===== config.mk =====
export PLATFORM = sky130hd
export DESIGN_NAME = btb_controller
export DESIGN_NICKNAME = d
export VERILOG_FILES = /design/src/rtl/btb_controller.sv
export SDC_FILE = /design/constraint.sdc
export NUM_CORES = 1
export LEC_CHECK = 0
export BUFFER_PORTS_ARGS = -buffer_cell sky130_fd_sc_hd__buf_2
export CORE_MARGIN = 2
export CORE_UTILIZATION = 59
export DETAILED_ROUTE_END_ITERATION = 8
export GPL_ROUTABILITY_DRIVEN = 0
export GPL_TIMING_DRIVEN = 0
export PLACE_DENSITY = 0.87
export SYNTH_ARGS = -nofsm -noshare
export SYNTH_HDL_FRONTEND = slang
export SYNTH_SLANG_ARGS = --single-unit

===== constraint.sdc =====
create_clock -name clk -period 3.5 [get_ports clk]
set_input_delay 0.525 -clock clk [delete_from_list [all_inputs] [get_ports clk]]
set_output_delay 0.525 -clock clk [all_outputs]
set_load 0.03 [all_outputs]

===== src/rtl/btb_controller.sv =====
// btb_controller
//
// Branch target buffer with a small recovery FSM.
//
// A 4-entry fully associative table maps a branch PC (tag) to a target and
// a 2-bit saturating direction counter. The IF/ID instruction is looked up
// combinationally. Resolved branches from EX/MEM train the table. Training
// allocates entries round-robin on a taken miss.
//
// A resolved mispredict sends the FSM from IDLE (or RECOVER) into FLUSH for
// one cycle. In that cycle the three pipeline-register flushes fire and
// pc_src selects redirect_pc. The FSM then spends one cycle in RECOVER
// before it returns to IDLE.
//
// Ports
//   clk             sole clock, rising edge
//   reset           synchronous, active-high
//   lookup_pc       PC of the IF/ID instruction
//   lookup_is_br    IF/ID instruction is a conditional branch
//   stall_in        pipeline stall; suppresses the prediction redirect
//   upd_valid       resolved branch present in EX/MEM
//   upd_pc          PC of the resolved branch
//   upd_target      computed target of the resolved branch
//   upd_taken       resolved direction
//   upd_mispredict  the earlier prediction was wrong
//   pc_src          00 PC+1, 01 pred_target, 10 redirect_pc
//   pred_hit        taken prediction for lookup_pc
//   pred_target     predicted target (0 when pred_hit is low)
//   flush_if_id, flush_id_rr, flush_rr_ex
//                   pipeline-register flushes, high only in FLUSH
//   redirect_pc     recovery PC, latched when FLUSH is entered
//   busy            FSM is not in IDLE
//
// Optional build macro BTB_STATS_EN adds two 16-bit saturating counters:
//   hit_count         counts cycles with pc_src = 01
//   mispredict_count  counts entries into FLUSH
module btb_controller (
  input  logic        clk,
  input  logic        reset,
  input  logic [15:0] lookup_pc,
  input  logic        lookup_is_br,
  input  logic        stall_in,
  input  logic        upd_valid,
  input  logic [15:0] upd_pc,
  input  logic [15:0] upd_target,
  input  logic        upd_taken,
  input  logic        upd_mispredict,
  output logic [1:0]  pc_src,
  output logic        pred_hit,
  output logic [15:0] pred_target,
  output logic        flush_if_id,
  output logic        flush_id_rr,
  output logic        flush_rr_ex,
  output logic [15:0] redirect_pc,
  output logic        busy
`ifdef BTB_STATS_EN
  ,
  output logic [15:0] hit_count,
  output logic [15:0] mispredict_count
`endif
);

  localparam int unsigned ENTRIES = 4;

  localparam logic [1:0] ST_IDLE    = 2'd0;
  localparam logic [1:0] ST_FLUSH   = 2'd1;
  localparam logic [1:0] ST_RECOVER = 2'd2;

  // Table state
  logic [ENTRIES-1:0] valid_q, valid_d;
  logic [15:0]        tag_q [ENTRIES];
  logic [15:0]        tag_d [ENTRIES];
  logic [15:0]        tgt_q [ENTRIES];
  logic [15:0]        tgt_d [ENTRIES];
  logic [1:0]         ctr_q [ENTRIES];
  logic [1:0]         ctr_d [ENTRIES];
  logic [1:0]         ptr_q, ptr_d;

  // FSM state
  logic [1:0]  state_q, state_d;
  logic [15:0] redirect_q, redirect_d;
  logic        enter_flush;

  // Lookup path
  logic        lk_match;
  logic [15:0] lk_tgt;
  logic        lk_ctr_msb;
  logic        hit_raw;
  logic        in_flush;

  // Update path
  logic        up_match;
  logic [1:0]  up_idx;

  // Lookup: an entry is allocated only on a miss, so at most one entry can
  // match a given tag. The first-match priority never resolves a real
  // conflict.
  always_comb begin
    lk_match   = 1'b0;
    lk_tgt     = '0;
    lk_ctr_msb = 1'b0;
    for (int unsigned i = 0; i < ENTRIES; i++) begin
      if (!lk_match && valid_q[i] && (tag_q[i] == lookup_pc)) begin
        lk_match   = 1'b1;
        lk_tgt     = tgt_q[i];
        lk_ctr_msb = ctr_q[i][1];
      end
    end
  end

  // All observable outputs are forced to their idle values while reset is
  // high. This holds even when reset arrives mid-flush.
  always_comb begin
    hit_raw  = lk_match & lk_ctr_msb & lookup_is_br &
               (state_q == ST_IDLE) & ~reset;
    in_flush = (state_q == ST_FLUSH) & ~reset;
  end

  always_comb begin
    pred_hit    = hit_raw;
    pred_target = hit_raw ? lk_tgt : '0;
    if (in_flush) begin
      pc_src = 2'b10;
    end else if (hit_raw && !stall_in) begin
      pc_src = 2'b01;
    end else begin
      pc_src = 2'b00;
    end
    flush_if_id = in_flush;
    flush_id_rr = in_flush;
    flush_rr_ex = in_flush;
    busy        = (state_q != ST_IDLE) & ~reset;
    redirect_pc = redirect_q;
  end

  // Update tag search. It reads the pre-update table, so a lookup in the
  // same cycle also sees the old contents.
  always_comb begin
    up_match = 1'b0;
    up_idx   = '0;
    for (int unsigned i = 0; i < ENTRIES; i++) begin
      if (!up_match && valid_q[i] && (tag_q[i] == upd_pc)) begin
        up_match = 1'b1;
        up_idx   = 2'(i);
      end
    end
  end

  // Table training runs in every FSM state.
  always_comb begin
    valid_d = valid_q;
    tag_d   = tag_q;
    tgt_d   = tgt_q;
    ctr_d   = ctr_q;
    ptr_d   = ptr_q;
    if (upd_valid) begin
      if (up_match) begin
        if (upd_taken) begin
          ctr_d[up_idx] = (ctr_q[up_idx] == 2'b11) ? 2'b11 : ctr_q[up_idx] + 2'd1;
          tgt_d[up_idx] = upd_target;
        end else begin
          ctr_d[up_idx] = (ctr_q[up_idx] == 2'b00) ? 2'b00 : ctr_q[up_idx] - 2'd1;
        end
      end else if (upd_taken) begin
        valid_d[ptr_q] = 1'b1;
        tag_d[ptr_q]   = upd_pc;
        tgt_d[ptr_q]   = upd_target;
        ctr_d[ptr_q]   = 2'b10;
        ptr_d          = ptr_q + 2'd1;
      end
    end
  end

  // Recovery FSM. In FLUSH a mispredict belongs to a younger, squashed
  // instruction, so the FSM ignores it.
  always_comb begin
    state_d     = state_q;
    redirect_d  = redirect_q;
    enter_flush = 1'b0;
    case (state_q)
      ST_IDLE: begin
        if (upd_valid && upd_mispredict) begin
          state_d     = ST_FLUSH;
          enter_flush = 1'b1;
        end
      end
      ST_FLUSH: begin
        state_d = ST_RECOVER;
      end
      ST_RECOVER: begin
        if (upd_valid && upd_mispredict) begin
          state_d     = ST_FLUSH;
          enter_flush = 1'b1;
        end else begin
          state_d = ST_IDLE;
        end
      end
      default: begin
        state_d = ST_IDLE;
      end
    endcase
    if (enter_flush) begin
      redirect_d = upd_taken ? upd_target : upd_pc + 16'd1;
    end
  end

  always_ff @(posedge clk) begin
    if (reset) begin
      valid_q    <= '0;
      ptr_q      <= '0;
      state_q    <= ST_IDLE;
      redirect_q <= '0;
      for (int unsigned i = 0; i < ENTRIES; i++) begin
        tag_q[i] <= '0;
        tgt_q[i] <= '0;
        ctr_q[i] <= '0;
      end
    end else begin
      valid_q    <= valid_d;
      ptr_q      <= ptr_d;
      state_q    <= state_d;
      redirect_q <= redirect_d;
      for (int unsigned i = 0; i < ENTRIES; i++) begin
        tag_q[i] <= tag_d[i];
        tgt_q[i] <= tgt_d[i];
        ctr_q[i] <= ctr_d[i];
      end
    end
  end

`ifdef BTB_STATS_EN
  logic [15:0] hit_count_q, hit_count_d;
  logic [15:0] mispredict_count_q, mispredict_count_d;

  always_comb begin
    hit_count_d        = hit_count_q;
    mispredict_count_d = mispredict_count_q;
    if ((pc_src == 2'b01) && (hit_count_q != '1)) begin
      hit_count_d = hit_count_q + 16'd1;
    end
    if (enter_flush && (mispredict_count_q != '1)) begin
      mispredict_count_d = mispredict_count_q + 16'd1;
    end
  end

  always_ff @(posedge clk) begin
    if (reset) begin
      hit_count_q        <= '0;
      mispredict_count_q <= '0;
    end else begin
      hit_count_q        <= hit_count_d;
      mispredict_count_q <= mispredict_count_d;
    end
  end

  always_comb begin
    hit_count        = hit_count_q;
    mispredict_count = mispredict_count_q;
  end
`endif

endmodule


==> impl_metrics.json <==
{
  "status": "complete, but fails checks",
  "dr.pass1.iters": 7,
  "rsz0062_at_grt": "true",
  "grt_pass1_vias": 7620,
  "p_leak_nw": 4.379,
  "fin_util_pct": 71.45,
  "cts_root_buf": "clkbuf_16",
  "final_area_um2": 10340,
  "hold_ws_ns": 0.3971,
  "postSynth.asyncResetShare_pct": 0,
  "drt_iter0_drc": 1110,
  "netlist.area_leader.share_pct": 36.76,
  "portBuffers": 87,
  "p_per_area_nw_per_um2": 416.2,
  "grt_start_max_net_pins": 17,
  "cts_tree": "yes",
  "placed_area_um2": 9380,
  "grt_pass1_wl_mm": 40.55,
  "max_freq_mhz": 283.6,
  "setup_violations": 3,
  "ys.flop_type": "dfxtp_1",
  "rows": 44,
  "synth.largest_area_cell": "dfxtp_1",
  "fp.dieW_um": 125.5,
  "start_util_pct": 60.19,
  "skew_ns": 0.009924,
  "ctsHoldBuffers": 0,
  "synth.area.top_cells": "dfxtp_1 37%, mux2i_1 17%, xor2_1 8.8%, nor2_1 6.4%, xnor2_1 5.4%",
  "vdd_drop_max_mv": 0.3678,
  "gr-total-overflow": 0,
  "io_pins": 94,
  "rr_endpoint": "tgt_q[22]",
  "crit_arrival_ns": 3.00,
  "die_y_um": 125.5,
  "violations": "negative setup slack",
  "cp_max_fo": 6,
  "grt.total_usage_pct": 32.91,
  "hold_viol": 0,
  "num_antenna_cells": 0,
  "htree_levels": 4,
  "post-route-period-util_pct": 100.8,
  "r2r_cells": 8,
  "dp_hpwl_mm": 17.37,
  "min_from": "upd_target[12]",
  "wl_per_cell_um": 21.67,
  "ys_ff_latch": 160,
  "r2r-start": "tag_q[16]",
  "postRouteAntennaNets": 0,
  "setup_ws_ns": -0.02659,
  "ys_types": 61,
  "routed_wirelength_mm": 27.78,
  "synth_commonest_cells": "160 x dfxtp_1, 149 x nor2_1, 145 x mux2i_1, 92 x nand2_1, 88 x xor2_1",
  "nets": 1145,
  "syn_area_um2": 8715,
  "worst_setup_path_start_kind": "register",
  "vias": 8181,
  "clkTransAtPathRegs_ns": 0.07,
  "synth.most_common_cell": "dfxtp_1",
  "critPathRequiredTime_ns": 2.97,
  "yosys_warnings": 0,
  "cts.sinks": 160,
  "syn_inst": 969,
  "viasPerCell": 6.381,
  "regToRegSetupSlack_ns": 0.36,
  "cts.path.max_buffers": 2,
  "maxSlewViolCount": 0,
  "syn_nets": 1029,
  "period_needed_ns": 3.527,
  "syn_avg_cell_area_um2": 8.993,
  "maxCapViolations": 0,
  "synthToLayoutAreaGrowth_pct": 18.71,
  "insertion_delay_ns": 0.44,
  "drive_gt1_share_pct": 20.95,
  "tightest_slew_ns": 0.8691,
  "core_um2": 14480,
  "relSlewSlack_pct": 41.91,
  "synth-seq-area-share_pct": 36.76,
  "worstSetupEndpointType": "primary output",
  "antenna_found_initial": 0,
  "holdCritPathClass": "input pin to register",
  "cts_buffers": 17,
  "drc": 0,
  "die_area_um2": 15760,
  "hold_path_depth": 3,
  "worstSetupPathType": "register to primary output",
  "min_to": "tgt_q[60]",
  "synth_edf_count": 0
}
## cell families after synthesis
logic type	share of synthesized area, %
simple gates	18.59
mux	16.65
fa+ha+maj	0.9763
buf+inv	5.140
xor+xnor	14.27
compound gates	7.610
flops	36.76
## flip-flops by register name, summed over array words and instances (netlist names)
name,flops
ctr_q,8
ptr_q,2
redirect_pc,16
state_q,2
tag_q,64
tgt_q,64
valid_q,4
## repair_timing
item                                    CTS  global route
cloned                                    0             2
buffers inserted                          8             4
pin swaps                                 7            12
resized for setup                        18            62
endpoints found under the setup margin   18            18
## placed cells by master (no fill, tap or decap), drive strengths merged, types with 2 or more instances in the layout
| cell | instances |
|---|---|
| nor3b | 2 |
| nor2 | 149 |
| maj3 | 2 |
| o2111ai | 2 |
| ha | 5 |
| xor2 | 88 |
| mux2i | 145 |
| nor3 | 17 |
| dfxtp | 160 |
| nand3 | 21 |
| a21oi | 41 |
| or2 | 5 |
| a31o | 2 |
| o41ai | 2 |
| clkinv | 2 |
| inv | 14 |
| a21o | 2 |
| and3 | 4 |
| clkbuf | 50 |
| nand4 | 14 |
| a311oi | 3 |
| a211oi | 7 |
| bufinv | 2 |
| buf | 132 |
| nand2 | 97 |
| o211ai | 10 |
| xnor2 | 54 |
| o21ai | 22 |
| nor4 | 19 |
| clkinvlp | 3 |
| o31ai | 2 |
| nand2b | 5 |
## metal layers
metal | track usage (%) | vias up | routed length (um)
met5 | 0 | - | 0
met4 | 15.95 | 0 | 1500
met3 | 8.772 | 167 | 2865
met2 | 51.07 | 595 | 12710
met1 | 42.57 | 3903 | 10710
li1 | - | 3516 | -
## power breakdown
group	switching [W]	internal (W)	leakage, nW
sequential	0.0000409	0.00187	1.30
clock	0.000794	0.00108	0.272
combinational	0.000339	0.000186	2.81
total	0.00117	0.00313	4.38
## final cells by class
class | instances | area (um^2)
Buffer | 60 | 411.6
Multi-Input combinational cell | 735 | 5234
Tap cell | 184 | 230.2
Fill cell | 916 | 4134
Clock inverter | 10 | 126.4
Inverter | 11 | 41.29
Timing Repair Buffer | 100 | 630.6
Sequential cell | 160 | 3217
Clock buffer | 22 | 454.2
## worst max path at each step
stage | to | from | cells after the start | slack [ns]
final | pred_target[14] | tag_q[17] | 11 | -0.03
after CTS | pred_target[6] | tag_q[7] | 10 | 0.02
after floorplan | pc_src[0] | lookup_pc[12] | 9 | 0.22
after global routing | pred_target[11] | tag_q[0] | 11 | -0.13
after global placement | pred_target[8] | lookup_pc[9] | 12 | -0.43
after detailed placement | pred_target[12] | lookup_pc[14] | 12 | -0.49
## worst max-delay path, cell delays in order, from the launching register on
cell,delay [ns]
dfxtp_1,0.45
xor2_1,0.13
nor4_2,0.31
nand4_1,0.23
nor3_4,0.25
buf_6,0.13
nand3b_1,0.07
a21o_1,0.21
a31o_4,0.30
clkbuf_16,0.18
a21oi_2,0.14
buf_6,0.15
## metrics by stage
stage / total power [W] / cells / setup WS, ns / TNS (ns)
5_1_grt: 0.004401 / 1282 / -0.1281 / -0.9432
2_1_floorplan: 0.002260 / 969 / 0.2164 / 0
4_1_cts: 0.004253 / 1277 / 0.01844 / 0
3_5_place_dp: 0.002430 / 1240 / -0.4856 / -6.945
6_report: 0.004305 / 1282 / -0.02659 / -0.03831
3_3_place_gp: 0.002417 / 1240 / -0.4306 / -6.044
Power figures use the tool's default switching activity.
